**src/rtl/rr_arb.sv**
```systemverilog
// rr_arb -- parametrised round-robin arbiter with registered one-hot grant.
//
// N request lines compete for one shared resource. A priority pointer marks
// the highest-priority requester; after every grant it moves to the slot just
// past the winner so that every active requester is served within N cycles.
// With HOLD=1 the current grantee keeps the grant while it keeps requesting.
//
// Parameters:
//   N    number of requesters (2..32)
//   HOLD 1 = grantee keeps the grant while its request stays high,
//        0 = grant rotates every arbitration cycle
//   IW   width of gnt_idx, derived as $clog2(N)
//
// Ports:
//   clk       system clock, all state changes on the rising edge
//   rst       synchronous active-high reset, dominates en and req
//   req       request vector, bit i = requester i wants the resource
//   en        arbitration enable, all state frozen while low
//   gnt       registered one-hot grant, all zeros = no grant
//   gnt_valid registered, high iff gnt is nonzero
//   gnt_idx   registered binary index of the granted bit, 0 when no grant

module rr_arb #(
   parameter  int N    = 8,
   parameter  int HOLD = 0,
   localparam int IW   = $clog2(N)
) (
   input  logic          clk,
   input  logic          rst,
   input  logic [N-1:0]  req,
   input  logic          en,
   output logic [N-1:0]  gnt,
   output logic          gnt_valid,
   output logic [IW-1:0] gnt_idx
);

   // Highest legal index, held one bit wider than gnt_idx so that the
   // rotated search position (ptr + offset, up to 2N-2) never overflows.
   localparam logic [IW:0] LAST  = (IW+1)'(N - 1);
   localparam logic [IW:0] N_W   = (IW+1)'(N);

   logic [IW-1:0] ptr;

   logic          win_found;
   logic [IW-1:0] win_idx;
   logic [IW:0]   cand;
   logic [IW-1:0] ptr_nxt;
   logic [N-1:0]  gnt_nxt;
   logic          hold_keep;

   // Rotated find-first: walk offsets 0..N-1 from ptr, wrapping modulo N,
   // and take the first requesting slot. Depends only on req and ptr.
   always_comb begin
      win_found = 1'b0;
      win_idx   = '0;
      cand      = '0;
      for (int unsigned i = 0; i < N; i++) begin
         cand = {1'b0, ptr} + (IW+1)'(i);
         if (cand > LAST) begin
            cand = cand - N_W;
         end
         if (!win_found && req[cand[IW-1:0]]) begin
            win_found = 1'b1;
            win_idx   = cand[IW-1:0];
         end
      end
   end

   // Pointer moves one past the winner; explicit wrap keeps non-power-of-two
   // N inside 0..N-1.
   always_comb begin
      ptr_nxt = (win_idx == LAST[IW-1:0]) ? '0 : win_idx + IW'(1);
      gnt_nxt = '0;
      gnt_nxt[win_idx] = 1'b1;
   end

   // Hold mode: keep the present grant untouched while its owner still asks.
   always_comb begin
      hold_keep = (HOLD != 0) && gnt_valid && req[gnt_idx];
   end

   always_ff @(posedge clk) begin
      if (rst) begin
         gnt       <= '0;
         gnt_valid <= 1'b0;
         gnt_idx   <= '0;
         ptr       <= '0;
      end else if (en) begin
         if (hold_keep) begin
            gnt       <= gnt;
            gnt_valid <= gnt_valid;
            gnt_idx   <= gnt_idx;
            ptr       <= ptr;
         end else if (win_found) begin
            gnt       <= gnt_nxt;
            gnt_valid <= 1'b1;
            gnt_idx   <= win_idx;
            ptr       <= ptr_nxt;
         end else begin
            gnt       <= '0;
            gnt_valid <= 1'b0;
            gnt_idx   <= '0;
         end
      end
   end

   gnt_onehot_a : assert property (@(posedge clk) disable iff (rst) $onehot0(gnt));
   gnt_valid_a  : assert property (@(posedge clk) disable iff (rst) gnt_valid == (|gnt));

endmodule

```
**config.mk**
```make
export PLATFORM = sky130hd
export DESIGN_NAME = rr_arb
export DESIGN_NICKNAME = d
export VERILOG_FILES = /design/src/rtl/rr_arb.sv
export SDC_FILE = /design/constraint.sdc
export NUM_CORES = 1
export LEC_CHECK = 0
export BUFFER_PORTS_ARGS = -buffer_cell sky130_fd_sc_hd__buf_2
export CAP_MARGIN = 15
export CORE_MARGIN = 5
export CORE_UTILIZATION = 61
export CTS_CLUSTER_DIAMETER = 80
export DETAILED_ROUTE_END_ITERATION = 10
export GPL_ROUTABILITY_DRIVEN = 0
export PLACE_DENSITY_LB_ADDON = 0.08
export RECOVER_POWER = 25
export SLEW_MARGIN = 20
export SYNTH_ARGS = -nofsm -noshare
export SYNTH_HDL_FRONTEND = slang
export SYNTH_SLANG_ARGS = --single-unit
```
**constraint.sdc**
```tcl
create_clock -name clk -period 6 [get_ports clk]
set_input_delay 0.9 -clock clk [delete_from_list [all_inputs] [get_ports clk]]
set_output_delay 0.9 -clock clk [all_outputs]
set_load 0.01 [all_outputs]
```
==> flow_summary_export.csv, run 1 <==
group,metric,value,unit
logic_synthesis,async_flop_share,0,%
power,power.total,1.06,mW
logic_synthesis,synth_ff_type,"dfxtp_1",
power,clkPwrFrac,5.3,%
logic_synthesis,synth_cells,158,
drt,drt_iter0_drc,77,
global_routing,grt_max_degree,17,
job,cap_violations,0,
power,power.net_switching,540,uW
global_routing,grt_pass1_wl,6040,um
cts,cts.repair.resized,0,
worst_setup_path,crit_chain,"inv_1 > ha_1 > mux4_2 > mux2i_4 > and2b_4 > a211oi_1 > a32o_1 > a21oi_4 > ha_1 > xor2_1 > a211oi_1",
die,coreArea,2480,um2
worst_setup_path,required,6.20,ns
die,die_h,61,um
logic_synthesis,synth_edf_count,0,
power,leakage,0.632,nW
worst_setup_path,crit_path_end,"ptr[2]$_SDFFE_PP0P_",
timing,skew,0.00624,ns
power,seqPwrFrac,15.0,%
drt,vias_per_cell,6.47,
layout,drive_gt1_share,31.5,%
drt,vias,1346,
timing,slew_violations,0,
worst_setup_path,cp_top_family,"multiplexers",
timing,finalSetupViolCount,0,
layout,nets,193,
logic_synthesis,yosysSeqAreaShare,18.9,%
worst_setup_path,worstRegToRegCells,11,
global_routing,grt_usage,21.5,%
layout,antenna_cells,0,
run_status,status,"finished clean",
timing,hold_slack,0.445,ns
cts,cts_root_buf,"clkbuf_4",
timing,period_share,67.8,%
timing,setup_tns,0,ns
logic_synthesis,synth_area,1590,um2
drt,drc_errors,0,
place,pre_cts_slack,1.93,ns
timing,rsz0062_at_grt,"false",
power,netSwitchingFraction,50.8,%
logic_synthesis,synth_cell_types,58,
logic_synthesis,syn_nets,172,
worst_setup_path,crit_type,"flop to flop",
place,dpl_cell_area,1680,um2
logic_synthesis,synthDominantCellAreaShare,18.9,%
worst_setup_path,critPathCaptureType,"flop",
worst_setup_path,r2r_slack,1.93,ns
worst_setup_path,crit_slowest_cell,"dfxtp_1",
logic_synthesis,synthTopCellsByArea,"dfxtp_1 19%, mux4_2 14%, mux2i_4 5.7%",
drt,first_pass_iters,4,
cts,cts_tree,"yes",
cts,clockBufferDepth,2,
timing,fmax,0.246,GHz
worst_setup_path,reg2reg_to,"ptr[2]$_SDFFE_PP0P_",
global_routing,grt.overflow.total,0,
power,cellPowerDensity,625,nW/um2
drt,antenna_left,0,
layout,final_cell_mix,"16 x nand2_1, 16 x buf_2, 15 x dfxtp_1",
worst_setup_path,worst_setup_path_start_kind,"flop",
die,die_w,61,um
power,peakVddDrop,0.385,mV
cts,post-cts-setup-buffers,0,
place,port_buffers,22,
layout,fillers,202,
timing,max_slew_margin,51.9,%
cts,h-tree-depth,1,
power,internal_power,524,uW
worst_setup_path,crit_fanout,16,
worst_setup_path,crit_cells,11,
cts,postCtsHoldBufs,0,
timing,layout_min_cycle_time,4.07,ns
worst_setup_path,cp.buffers_inverters,1,
cts,numCtsBuffers,3,
worst_setup_path,startpoint,"ptr[0]$_SDFFE_PP0P_",
die,die-area,3720,um2
timing,worst_pin_slew,0.720,ns
worst_setup_path,cp.arrival,4.26,ns
logic_synthesis,synth_warnings,0,
hold_path,hold_path.class,"flop to flop",
layout,postLayoutCellArea,1700,um2
die,rows,18,
global_routing,grt_pass1_vias,1293,
logic_synthesis,syn_avg_cell_area,10.0,um2
drt,wl_per_cell,17.0,um
cts,clk_latency,0.28,ns
cts,cts_sinks,15,
logic_synthesis,yosys.area.top_type,"dfxtp_1",
layout,area_delta_synth_final,7.33,%
drt,wl,3550,um
worst_setup_path,crit_path_max_incr_delay,0.75,ns
global_routing,antenna_found_initial,0,
power,power_frac_comb,79.7,%
worst_setup_path,rr_startpoint,"ptr[0]$_SDFFE_PP0P_",
die,io_pins,23,
place,hpwl,2860,um
timing,setup_slack,1.93,ns
die,start_util,64.0,%
logic_synthesis,ys_ff_latch,15,
timing,hold_viol,0,
cts,clk_pin_slew,0.08,ns
per-stage QoR:
stage	cells	util (%)
finish	208	68.7
global route	208	68.7
CTS	208	69.0
detailed placement	204	68.0
global placement	204	68.0
floorplan	158	-
worst register-to-register path: cells and delay by family (launching register included):
| family | cells | cell delay [ns] |
|---|---|---|
| mux | 2 | 0.92 |
| compound gates | 4 | 0.88 |
| fa+ha+maj | 2 | 0.87 |
| flops | 1 | 0.75 |
| buf+inv | 1 | 0.30 |
| simple gates | 1 | 0.21 |
| xor+xnor | 1 | 0.07 |
per-layer routing:
layer | global-route usage [%] | share of wire [%]
met1 | 29.8 | 45
met2 | 34.0 | 47
met3 | 4.68 | 7.2
met4 | 5.88 | 1.3
met5 | 0 | 0
power groups by stage:
stage               Clock [mW]  Sequential (mW)  Combinational [mW]
CTS                     0.0591            0.160               0.843
finish                  0.0565            0.159               0.849
global route            0.0643            0.166               0.915
floorplan                    0            0.154               0.716
global placement             0            0.160               0.821
detailed placement           0            0.162               0.840
logic make-up after synthesis:
group / Yosys count / share of synthesized area, %
simple gates: 46 / 16.5
compound gates: 46 / 22.4
fa+ha+maj: 3 / 2.37
xor+xnor: 4 / 3.87
buf+inv: 15 / 5.52
mux: 29 / 30.4
flops: 15 / 18.9
registers in the layout, indices dropped and copies added (netlist names):
name,count
ptr,3
gnt_idx,3
gnt_valid,1
gnt,8
Yosys cell counts (6+ instances only):
library cell  instances
inv_1                 7
mux4_2               10
o21ai_0               6
dfxtp_1              15
a21oi_1               6
nand2b_1              6
nor2_1                8
nand2_1              16
mux2i_1               7
layout make-up:
| type | instances | area, um2 | share of cell area [%] |
|---|---|---|---|
| timing repair buffer | 23 | 110 | 6.47 |
| sequential | 15 | 300 | 17.6 |
| tap | 30 | 37.5 | 2.20 |
| multi-input combinational | 128 | 1200 | 70.4 |
| clock buffer | 4 | 26.3 | 1.54 |
| inverter | 8 | 30.0 | 1.76 |
worst min path at each step:
stage / end / slack, ns / cells after the start / from
after floorplan: gnt_idx[1]$_SDFFE_PP0P_ / 0.47 / 2 / gnt_idx[1]$_SDFFE_PP0P_
after global placement: gnt_idx[1]$_SDFFE_PP0P_ / 0.43 / 2 / gnt_idx[1]$_SDFFE_PP0P_
after detailed placement: gnt_idx[1]$_SDFFE_PP0P_ / 0.43 / 2 / gnt_idx[1]$_SDFFE_PP0P_
after CTS: gnt_idx[1]$_SDFFE_PP0P_ / 0.45 / 2 / gnt_idx[1]$_SDFFE_PP0P_
after global routing: gnt_idx[1]$_SDFFE_PP0P_ / 0.46 / 2 / gnt_idx[1]$_SDFFE_PP0P_
final: gnt_idx[1]$_SDFFE_PP0P_ / 0.44 / 2 / gnt_idx[1]$_SDFFE_PP0P_
Note: power is estimated with default switching activity, not from simulation.
==> inputs of run 2 (changes only) <==
Settings changed: CORE_UTILIZATION 61 to 57.
Clock period 6 ns to 4.1 ns, I/O delays scaled along.
==> flow_summary_export.csv, run 2 (synthesis results as in run 1) <==
group,metric,value,unit
run_status,status,"finished clean",
die,start_util,58.5,%
die,die_w,62.8,um
timing,setup_tns,0,ns
drt,antenna_left,0,
worst_setup_path,rr_startpoint,"ptr[0]$_SDFFE_PP0P_",
layout,nets,194,
layout,top_regs,"gnt x8, gnt_idx x3, ptr x3",
worst_setup_path,crit_fanout,12,
timing,layout_min_cycle_time,3.41,ns
timing,slew_violations,0,
timing,rsz0062_at_grt,"false",
die,die-area,3940,um2
place,hpwl,2920,um
timing,fmax,0.293,GHz
global_routing,grt_max_degree,16,
hold_path,hold_path_startpoint,"gnt_idx[1]$_SDFFE_PP0P_",
cts,clk_pin_slew,0.08,ns
hold_path,hold_path.class,"flop to flop",
worst_setup_path,reg2reg_to,"ptr[2]$_SDFFE_PP0P_",
job,cap_violations,0,
drt,vias_per_cell,6.59,
place,place_inst,206,
layout,largest_reg_flops,8,
timing,worst_pin_slew,0.730,ns
layout,fillers,243,
layout,largest_register,"gnt",
layout,final_cells,210,
worst_setup_path,worst_setup_path_start_kind,"flop",
layout,antenna_cells,0,
global_routing,grt_pass1_vias,1373,
layout,final_cell_mix,"16 x nand2_1, 16 x buf_2, 15 x dfxtp_1",
die,coreArea,2710,um2
layout,area_delta_synth_final,7.89,%
hold_path,holdPathEnd,"gnt_idx[1]$_SDFFE_PP0P_",
cts,h-tree-depth,1,
cts,cts_sinks,15,
power,power.total,1.56,mW
global_routing,antenna_found_initial,0,
global_routing,grt_pass1_wl,6350,um
drt,first_pass_iters,4,
drt,drt_iter0_drc,109,
cts,cts_root_buf,"clkbuf_4",
worst_setup_path,cp.arrival,3.61,ns
global_routing,grt.overflow.total,0,
worst_setup_path,crit_slowest_cell,"mux4_2",
power,cellPowerDensity,909,nW/um2
worst_setup_path,required,4.29,ns
timing,hold_slack,0.445,ns
timing,finalSetupViolCount,0,
place,port_buffers,22,
die,rows,19,
timing,max_slew_margin,51.3,%
cts,post-cts-setup-buffers,0,
worst_setup_path,critPathCaptureType,"flop",
cts,cts_tree,"yes",
worst_setup_path,crit_type,"flop to flop",
die,io_pins,23,
layout,drive_gt1_share,31.8,%
drt,wl_per_cell,17.3,um
drt,drc_errors,0,
cts,numCtsBuffers,3,
cts,postCtsHoldBufs,0,
worst_setup_path,crit_chain,"inv_1 > ha_1 > mux4_2 > mux2i_4 > mux2i_1 > nor4_1 > a211oi_1 > o21ai_2 > ha_1 > xor2_1 > a211oi_1",
timing,period_share,83.2,%
cts,clockBufferDepth,2,
cts,clk_latency,0.27,ns
worst_setup_path,crit_path_max_incr_delay,0.65,ns
die,die_h,62.8,um
worst_setup_path,r2r_slack,0.69,ns
drt,vias,1383,
global_routing,grt_usage,19.4,%
timing,hold_viol,0,
worst_setup_path,worstRegToRegCells,11,
power,leakage,0.637,nW
cts,cts.repair.resized,0,
drt,wl,3640,um
hold_path,hold-path-cell-count,2,
timing,skew,0.00290,ns
power,peakVddDrop,0.577,mV
-- run 2: changes by cell type in the layout (fill, tap and decap cells not counted) --
cell	change
buf_4	+1
-- run 2: worst max-delay path by stage --
stage / start / to / slack, ns
after floorplan: ptr[1]$_SDFFE_PP0P_ / ptr[2]$_SDFFE_PP0P_ / 0.74
after global routing: ptr[0]$_SDFFE_PP0P_ / ptr[2]$_SDFFE_PP0P_ / 0.38
after CTS: ptr[0]$_SDFFE_PP0P_ / ptr[2]$_SDFFE_PP0P_ / 0.69
after global placement: ptr[0]$_SDFFE_PP0P_ / ptr[2]$_SDFFE_PP0P_ / 0.82
after detailed placement: ptr[0]$_SDFFE_PP0P_ / ptr[2]$_SDFFE_PP0P_ / 0.70
final: ptr[0]$_SDFFE_PP0P_ / ptr[2]$_SDFFE_PP0P_ / 0.69
-- run 2: power by group --
| group | switching, mW | internal (mW) | total (mW) |
|---|---|---|---|
| registers | 0.0347 | 0.186 | 0.221 |
| clock network | 0.0422 | 0.0376 | 0.0798 |
| logic | 0.708 | 0.547 | 1.26 |
-- run 2: final cells by class --
class	count	area [um2]	area share, %
multi-input cells	128	1200	70.0
flip-flops and latches	15	300	17.5
repair buffers	24	118	6.87
well taps	31	38.8	2.27
inverters	8	30.0	1.75
clock buffers	4	26.3	1.54
-- run 2: worst max-delay path, delay by kind of cell (launching register included) --
kind / cells / cell delay, ns
AO/OA/AOI/OAI: 3 / 0.68
XOR/XNOR: 1 / 0.16
adder cells (fa/ha/maj): 2 / 0.82
buffers and inverters: 1 / 0.11
flip-flops: 1 / 0.33
multiplexers: 3 / 1.15
AND/OR/NAND/NOR: 1 / 0.07
-- run 2: per-stage QoR --
step	util, %	worst slack, ns	cell area, um2
3_3_place_gp	62.5	0.817	1690
5_1_grt	63.2	0.381	1710
2_1_floorplan	-	0.744	1590
4_1_cts	63.4	0.692	1720
6_report	63.2	0.688	1710
3_5_place_dp	62.5	0.703	1690
-- run 2: routing by layer --
metal | wire, um | track usage (%) | vias up
met3 | 187 | 2.16 | 4
met2 | 1910 | 33.0 | 46
met4 | 63 | 6.90 | 0
met5 | 0 | 0 | -
li1 | - | - | 653
met1 | 1470 | 25.1 | 680
==> inputs of run 3 (changes only) <==
Clock period 4.1 ns to 3.2 ns, I/O delays scaled along.
==> flow_summary_export.csv, run 3 (synthesis results as in run 1) <==
group,metric,value,unit
timing,skew,0.00362,ns
power,cellPowerDensity,1180,nW/um2
timing,worst_pin_slew,0.544,ns
cts,cts_sinks,15,
layout,postLayoutCellArea,1770,um2
worst_setup_path,worst_setup_path_start_kind,"flop",
power,leakage,0.666,nW
place,place_inst,210,
drt,vias,1389,
cts,numCtsBuffers,3,
drt,vias_per_cell,6.43,
layout,final_cells,216,
cts,cts.repair.resized,0,
timing,slew_violations,0,
global_routing,grt.overflow.total,0,
layout,seqCellArea,300,um2
worst_setup_path,critPathCaptureType,"flop",
layout,final_cell_mix,"16 x nand2_1, 16 x buf_2, 15 x dfxtp_1",
place,dpl_cell_area,1740,um2
timing,max_slew_margin,63.6,%
global_routing,grt_pass1_wl,6040,um
layout,area_delta_synth_final,11.5,%
cts,postCtsHoldBufs,0,
global_routing,grt_usage,18.3,%
die,io_pins,23,
die,die-area,3940,um2
drt,drc_errors,0,
run_status,status,"finished clean",
cts,clk_pin_slew,0.08,ns
cts,clockBufferDepth,2,
worst_setup_path,crit_fanout,12,
layout,multi_input_area,1210,um2
worst_setup_path,cp.arrival,3.27,ns
worst_setup_path,required,3.39,ns
cts,clk_latency,0.27,ns
timing,finalSetupViolCount,0,
power,power.total,2.09,mW
timing,layout_min_cycle_time,3.08,ns
drt,first_pass_iters,4,
timing,hold_slack,0.451,ns
global_routing,antenna_found_initial,0,
die,coreArea,2710,um2
place,port_buffers,22,
die,die_w,62.8,um
power,peakVddDrop,0.763,mV
hold_path,hold_path.class,"flop to flop",
layout,antenna_cells,0,
global_routing,grt_max_degree,16,
cts,h-tree-depth,1,
timing,period_share,96.2,%
drt,wl_per_cell,16.4,um
cts,cts_root_buf,"clkbuf_4",
timing,hold_viol,0,
timing,fmax,0.325,GHz
cts,cts_tree,"yes",
layout,drive_gt1_share,34.6,%
layout,largest_register,"gnt",
layout,nets,200,
global_routing,grt_pass1_vias,1364,
drt,wl,3540,um
drt,drt_iter0_drc,111,
drt,antenna_left,0,
cts,post-cts-setup-buffers,0,
job,cap_violations,0,
worst_setup_path,crit_type,"flop to flop",
layout,fillers,243,
die,start_util,58.5,%
place,hpwl,2890,um
die,rows,19,
layout,largest_reg_flops,8,
layout,top_regs,"gnt x8, gnt_idx x3, ptr x3",
die,die_h,62.8,um
==> run 3: cell count changes in the layout (fill, tap and decap cells not counted), sizes merged <==
| cell | previous run | this run |
|---|---|---|
| buf | 18 | 24 |
==> run 3: power breakdown <==
part | total, mW | switching (mW) | internal, mW
combinational | 1.71 | 0.946 | 0.767
clock | 0.102 | 0.0534 | 0.0482
sequential | 0.273 | 0.0341 | 0.238
total | 2.09 | 1.03 | 1.05
==> run 3: critical path, stage by stage (launching register included) <==
cell and delay, ns:
dfxtp_1 0.34, inv_1 0.08, ha_4 0.36, mux4_2 0.62, mux2i_4 0.27, mux2i_1 0.24, nor4_1 0.07, a211oi_1 0.26
o21ai_2 0.16, ha_1 0.22, xor2_1 0.16, a211oi_1 0.22
==> run 3: path summary, 6_finish.rpt <==
path / cells after the start / end / startpoint / slack (ns)
max: 11 / ptr[2]$_SDFFE_PP0P_ / ptr[0]$_SDFFE_PP0P_ / 0.12
min: 2 / gnt_idx[1]$_SDFFE_PP0P_ / gnt_idx[1]$_SDFFE_PP0P_ / 0.45
max reg2reg: 11 / ptr[2]$_SDFFE_PP0P_ / ptr[0]$_SDFFE_PP0P_ / 0.12
min reg2reg: 2 / gnt_idx[1]$_SDFFE_PP0P_ / gnt_idx[1]$_SDFFE_PP0P_ / 0.45
==> run 3: layer usage <==
layer	vias to the layer above	wire, um	global-route usage (%)
met4	0	121	8.49
met1	655	1390	20.6
met2	56	1840	33.7
met5	-	0	0
li1	666	-	-
met3	12	191	2.34
==> run 3: metrics by stage <==
stage / util (%) / setup slack (ns) / TNS [ns]
final: 65.3 / 0.123 / 0
after global routing: 65.3 / -0.000688 / -0.000688
after CTS: 65.0 / 0.0874 / 0
after detailed placement: 64.0 / 0.101 / 0
after global placement: 64.0 / 0.210 / 0
after floorplan: - / 0.0263 / 0
==> run 3: layout make-up <==
cell class / instances / area share, %
clock buffer: 4 / 1.49
inverter: 8 / 1.70
tap: 31 / 2.19
multi-input combinational: 128 / 68.5
sequential: 15 / 17.0
timing repair buffer: 30 / 9.19
